### src/rtl/multicycle_control_fsm.sv
// Multicycle control unit: sequences each instruction through fetch, decode,
// execute, memory and write-back states, decodes Op/Inmed/func into datapath
// controls, keeps an NZCV flag register for conditional execution, and stalls
// on a ready-handshaked memory port with a bounded wait.
module multicycle_control_fsm #(
   parameter int FUNC_W      = 4,
   parameter int ALUCTRL_W   = 4,
   parameter int MEM_TIMEOUT = 15
) (
   input  logic                 clk,
   input  logic                 rst_n,
   input  logic [1:0]           Op,
   input  logic                 Inmed,
   input  logic [FUNC_W-1:0]    func,
   input  logic [3:0]           Cond,
   input  logic [3:0]           ALUFlags,
   input  logic                 mem_ready,
   output logic                 mem_req,
   output logic                 MemWrite,
   output logic                 AdrSrc,
   output logic                 IRWrite,
   output logic                 PCWrite,
   output logic                 RegWrite,
   output logic [1:0]           ResultSrc,
   output logic                 ALUSrcA,
   output logic [1:0]           ALUSrcB,
   output logic [ALUCTRL_W-1:0] ALUControl,
   output logic                 FlagW,
   output logic                 NoWrite,
   output logic                 RegSrcA1,
   output logic                 RegSrcA2,
   output logic                 bus_err,
   output logic [3:0]           state_o
);

   localparam int CW = $clog2(MEM_TIMEOUT + 1);
   localparam logic [CW-1:0] TIMEOUT_CNT = CW'(MEM_TIMEOUT);

   typedef enum logic [3:0] {
      S_FETCH  = 4'd0,
      S_DECODE = 4'd1,
      S_EXECR  = 4'd2,
      S_EXECI  = 4'd3,
      S_ALUWB  = 4'd4,
      S_MEMADR = 4'd5,
      S_MEMRD  = 4'd6,
      S_MEMWB  = 4'd7,
      S_MEMWR  = 4'd8,
      S_BRANCH = 4'd9
   } state_t;

   state_t        state, state_nx;
   logic [3:0]    nzcv;
   logic [CW-1:0] wait_cnt;
   logic          access;
   logic          timeout;
   logic          cond_ok;
   logic          func_hi;
   logic [3:0]    alu_code;
   logic          dp_flagw;
   logic          dp_nowrite;

   // Data-processing function decode; anything unlisted becomes a silent ADD.
   always_comb begin
      alu_code   = 4'd0;
      dp_flagw   = 1'b0;
      dp_nowrite = 1'b0;
      func_hi    = |(func >> 4);
      case (func[3:0])
         4'b0000: alu_code = 4'd0;
         4'b0001: begin alu_code = 4'd1; dp_flagw = 1'b1; end
         4'b0010: alu_code = 4'd2;
         4'b0011: alu_code = 4'd3;
         4'b1001: begin alu_code = 4'd1; dp_flagw = 1'b1; dp_nowrite = 1'b1; end
         default: dp_nowrite = 1'b1;
      endcase
      if (func_hi) begin
         alu_code   = 4'd0;
         dp_flagw   = 1'b0;
         dp_nowrite = 1'b1;
      end
   end

   // Condition check against the registered flags (N=3, Z=2, C=1, V=0).
   always_comb begin
      case (Cond)
         4'b0000: cond_ok = nzcv[2];
         4'b0001: cond_ok = !nzcv[2];
         4'b0010: cond_ok = nzcv[1];
         4'b0011: cond_ok = !nzcv[1];
         4'b0100: cond_ok = nzcv[3];
         4'b0101: cond_ok = !nzcv[3];
         4'b1010: cond_ok = (nzcv[3] == nzcv[0]);
         4'b1011: cond_ok = (nzcv[3] != nzcv[0]);
         4'b1100: cond_ok = !nzcv[2] && (nzcv[3] == nzcv[0]);
         4'b1101: cond_ok = nzcv[2] || (nzcv[3] != nzcv[0]);
         4'b1110: cond_ok = 1'b1;
         default: cond_ok = 1'b0;
      endcase
   end

   assign access  = rst_n && (state == S_FETCH || state == S_MEMRD || state == S_MEMWR);
   assign timeout = access && (wait_cnt == TIMEOUT_CNT);
   assign state_o = state;

   // Next-state and control outputs; everything is held low while in reset.
   always_comb begin
      // NOTE: every output gets a default before the case so no path leaves
      // a signal unassigned, which would otherwise infer a latch.
      state_nx   = state;
      mem_req    = 1'b0;
      MemWrite   = 1'b0;
      AdrSrc     = 1'b0;
      IRWrite    = 1'b0;
      PCWrite    = 1'b0;
      RegWrite   = 1'b0;
      ResultSrc  = 2'b00;
      ALUSrcA    = 1'b0;
      ALUSrcB    = 2'b00;
      ALUControl = '0;
      FlagW      = 1'b0;
      NoWrite    = 1'b0;
      RegSrcA1   = 1'b0;
      RegSrcA2   = 1'b0;
      bus_err    = 1'b0;
      if (rst_n) begin
         case (state)
            S_FETCH: begin
               mem_req = !timeout;
               ALUSrcA = 1'b1;
               ALUSrcB = 2'b10;
               bus_err = timeout;
               if (!timeout && mem_ready) begin
                  IRWrite  = 1'b1;
                  PCWrite  = 1'b1;
                  state_nx = S_DECODE;
               end
            end
            S_DECODE: begin
               RegSrcA1 = (Op == 2'b11);
               RegSrcA2 = (Op == 2'b10);
               if (!cond_ok)           state_nx = S_FETCH;
               else if (Op == 2'b00)   state_nx = Inmed ? S_EXECI : S_EXECR;
               else if (Op == 2'b11)   state_nx = S_BRANCH;
               else                    state_nx = S_MEMADR;
            end
            S_EXECR, S_EXECI: begin
               ALUSrcB    = (state == S_EXECI) ? 2'b01 : 2'b00;
               ALUControl = ALUCTRL_W'(alu_code);
               FlagW      = dp_flagw;
               NoWrite    = dp_nowrite;
               state_nx   = S_ALUWB;
            end
            S_ALUWB: begin
               NoWrite  = dp_nowrite;
               RegWrite = !dp_nowrite;
               state_nx = S_FETCH;
            end
            S_MEMADR: begin
               ALUSrcB  = {1'b0, Inmed};
               state_nx = (Op == 2'b01) ? S_MEMRD : S_MEMWR;
            end
            S_MEMRD: begin
               mem_req = !timeout;
               AdrSrc  = 1'b1;
               bus_err = timeout;
               if (timeout)        state_nx = S_FETCH;
               else if (mem_ready) state_nx = S_MEMWB;
            end
            S_MEMWB: begin
               RegWrite  = 1'b1;
               ResultSrc = 2'b01;
               state_nx  = S_FETCH;
            end
            S_MEMWR: begin
               mem_req  = !timeout;
               MemWrite = !timeout;
               AdrSrc   = 1'b1;
               bus_err  = timeout;
               if (timeout || mem_ready) state_nx = S_FETCH;
            end
            S_BRANCH: begin
               ALUSrcB   = 2'b01;
               ResultSrc = 2'b10;
               PCWrite   = 1'b1;
               state_nx  = S_FETCH;
            end
            default: state_nx = S_FETCH;
         endcase
      end
   end

   // State register.
   always_ff @(posedge clk or negedge rst_n) begin
      // NOTE: sequential state uses non-blocking assignments so every register
      // samples pre-edge values regardless of block ordering.
      if (!rst_n) state <= S_FETCH;
      else        state <= state_nx;
   end

   // NZCV register, loaded from the ALU when the execute step asks for it.
   always_ff @(posedge clk or negedge rst_n) begin
      if (!rst_n)     nzcv <= 4'b0000;
      else if (FlagW) nzcv <= ALUFlags;
   end

   // Memory wait counter; restarts on completion, timeout or any state change.
   always_ff @(posedge clk or negedge rst_n) begin
      if (!rst_n)                                         wait_cnt <= '0;
      else if (timeout || mem_ready || state_nx != state) wait_cnt <= '0;
      else if (access)                                    wait_cnt <= wait_cnt + CW'(1);
   end

endmodule

### config.mk
export PLATFORM = sky130hd
export DESIGN_NAME = multicycle_control_fsm
export DESIGN_NICKNAME = d
export VERILOG_FILES = /design/src/rtl/multicycle_control_fsm.sv
export SDC_FILE = /design/constraint.sdc
export NUM_CORES = 1
export LEC_CHECK = 0
export CAP_MARGIN = 15
export CORE_UTILIZATION = 35
export DETAILED_ROUTE_END_ITERATION = 10
export PLACE_DENSITY = 0.65
export SYNTH_ARGS = -nofsm -noshare
export SYNTH_HDL_FRONTEND = slang
export SYNTH_SLANG_ARGS = --single-unit
export TNS_END_PERCENT = 100
### constraint.sdc
create_clock -name clk -period 2.2 [get_ports clk]
set_input_delay 0.44 -clock clk [delete_from_list [all_inputs] [get_ports clk]]
set_output_delay 0.44 -clock clk [all_outputs]
set_load 0.005 [all_outputs]
==> results.cfg <==
[detailed_routing]
routed_wirelength_um = 4460
ant_nets = 0
wire_per_inst_um = 15.3
vias = 1548
vias_per_cell = 5.32
drcViolationCount = 0
drt-initial-drc-count = 69
firstDrtPassIters = 5

[logic_synthesis]
synth_edf_count = 0
ys.flop_type = dfrtp_1
yosysTopAreaCellShare_pct = 25.8
yosys_warnings = 0
synth_top_area_cell = dfrtp_1
postSynthAreaPerCell_um2 = 8.07
synth_common_cells = nor2_1 (15), dfrtp_1 (12), nand2_1 (12)
netlist_area_mm2 = 0.00116
seq_area_frac_synth_pct = 25.8
synth_cell_type_count = 50
synth-seq-cells = 12
synth.most_common_cell = nor2_1
synthArstFlopShare_pct = 100
synth_cells = 144
synth.area.top_cells = dfrtp_1 (26%), ha_1 (5.4%), nor2_1 (4.8%), and3_1 (4.3%), mux2_2 (3.9%)

[clock_network]
clockRootBuffer = clkbuf_4
htreeDepth = 1
cts_sinks = 12
clockBufferDepth = 2
cts.clk_slew.worst_paths_ns = 0.07
cts_tree = done
insertion_delay_ns = 0.28
cts_made_buffers = 3

[flow_run]
cap_violations = 0

[grt]
grt_max_degree = 10
grt_antenna_before_repair = 0
grt_pass1_wl_um = 6790
grtUsageTotal_pct = 25.8
grt_pass1_vias = 1503
overflow = 0

[floorplan]
ios = 42
dieArea_mm2 = 0.00356
die_y_um = 59.6
start_util_pct = 37.5
rows = 20
die_x_um = 59.6
coreArea_mm2 = 0.00310

[sta]
fin_crit_sh_pct = 100
setup-tns-final_ns = -0.0162
finalHoldViolations = 0
drv_slew = 0
max_freq_mhz = 453
layout_min_cycle_time_ns = 2.21
setup_slack_ns = -0.00973
rsz0062_at_grt = yes
finClkSkew_ns = 0.00895
fin_hold_ws_ns = 0.182
setup_violations = 2

[critical_path]
crit_path_start_kind = flip-flop
arrival_ns = 2.39
cp_max_fo = 5
path_class = reg -> reg
critical-path-max-stage-delay_ns = 0.44
cpMaxStageDelayCell = dfrtp_2
endpoint_kind = flip-flop
worstPathRequired_ns = 2.38
worst_path_most_repeated_cell = buf_4
path_cells = buf_4, buf_6, buf_4, nor2b_4, buf_6, a22oi_1, o21ai_0, a31o_2, o221ai_4, buf_4, a2111oi_4

[finish]
diodes = 0
synthToLayoutAreaGrowth_pct = 94.5
nets = 272
drive_gt1_share_pct = 48.2

[outcome]
violations = setup timing
status = finished, violations left

[place]
place_congestion = 0.860
hpwl_um = 3000
io_buffers = 39

[power]
ir_drop_mv = 0.528
pwr_density_cell_mw_per_mm2 = 822
p_leak_nw = 1.09

[hold_path]
hold_class = in -> async
[final cells by class]
cell class	instances	area (um^2)
Tap cell	44	55.1
Clock buffer	3	22.5
Multi-Input combinational cell	116	930
Timing Repair Buffer	108	921
Fill cell	247	842
Sequential cell	12	303
Inverter	8	30.0
[where the power goes]
| group | leakage (nW) | switching (mW) | total (mW) | internal, mW |
|---|---|---|---|---|
| Clock | 0.0138 | 0.0707 | 0.134 | 0.0634 |
| Combinational | 0.917 | 0.595 | 1.39 | 0.790 |
| Sequential | 0.157 | 0.0625 | 0.338 | 0.275 |
| Total | 1.09 | 0.728 | 1.86 | 1.13 |
[timing repair]
action                                  CTS  global route
gates cloned                              1             0
pin swaps                                16            17
resized for setup                        54            33
endpoints found under the setup margin   22            16
setup buffers                            15            11
hold buffers                              0             1
endpoints found under the hold margin     0             1
[routing by layer]
metal  up-vias  wire (um)  global-route usage [%]
li1        734          -                       -
met2        54       2290                    46.1
met4         0        179                    13.3
met3        18        182                    1.53
met5         -          0                       0
met1       742       1810                    31.0
[metrics by stage]
step | power [mW] | utilization, % | instances | setup WS (ns) | cell area [um^2]
global route | 1.97 | 72.9 | 291 | -0.131 | 2260
CTS | 1.67 | 67.8 | 280 | -0.124 | 2100
detailed placement | 1.35 | 61.0 | 263 | -0.553 | 1890
global placement | 1.33 | 61.0 | 263 | -0.492 | 1890
floorplan | 0.810 | - | 145 | 0.0887 | 1170
finish | 1.86 | 72.9 | 291 | -0.00973 | 2260
[critical path, delay by kind of cell, from the launching register on]
kind,cells,cell delay [ns]
AO/OA/AOI/OAI,5,0.85
buffers and inverters,5,0.70
flip-flops,1,0.44
AND/OR/NAND/NOR,1,0.11
[registers in the layout (all words and copies together) (netlist names)]
name      flops
state_o       4
wait_cnt      4
nzcv          4
[placed cells by master (no fill, tap or decap), types with 3 or more instances in the layout]
cell | synthesis | routed
dlygate4sd2_1 | 0 | 9
inv_1 | 8 | 7
buf_4 | 2 | 58
ha_1 | 5 | 5
and3_1 | 8 | 6
clkdlybuf4s50_1 | 0 | 17
nor2_2 | 0 | 6
clkbuf_4 | 0 | 3
nor2_1 | 15 | 7
clkbuf_2 | 0 | 6
dlymetal6s2s_1 | 0 | 3
dfrtp_1 | 12 | 10
nand3_1 | 4 | 3
nand3b_1 | 3 | 3
buf_6 | 1 | 10
mux2_2 | 4 | 4
nand2_1 | 12 | 11
a21oi_1 | 8 | 8
xnor2_1 | 5 | 5
o21ai_0 | 6 | 6
[cell families after synthesis]
group | after synthesis | synth area share (%)
AND/OR/NAND/NOR | 60 | 27.7
AO/OA/AOI/OAI | 37 | 23.9
buffers and inverters | 17 | 6.89
flip-flops | 12 | 25.8
XOR/XNOR | 7 | 5.27
adder cells (fa/ha/maj) | 5 | 5.38
multiplexers | 5 | 4.74
other | 1 | 0.323
[worst paths after layout]
kind / from / slack, ns / to / depth (start not counted)
hold / removal: rst_n / 0.18 / state_o[2] / 2
max in group asynchronous: rst_n / 1.48 / state_o[1] / 2
setup / recovery: state_o[1] / -0.01 / wait_cnt[1] / 11
setup reg to reg: state_o[1] / -0.01 / wait_cnt[1] / 11
hold reg to reg: nzcv[1] / 0.54 / nzcv[1] / 1
min in group clk: nzcv[1] / 0.54 / nzcv[1] / 1
Note: power is estimated with default switching activity, not from simulation.
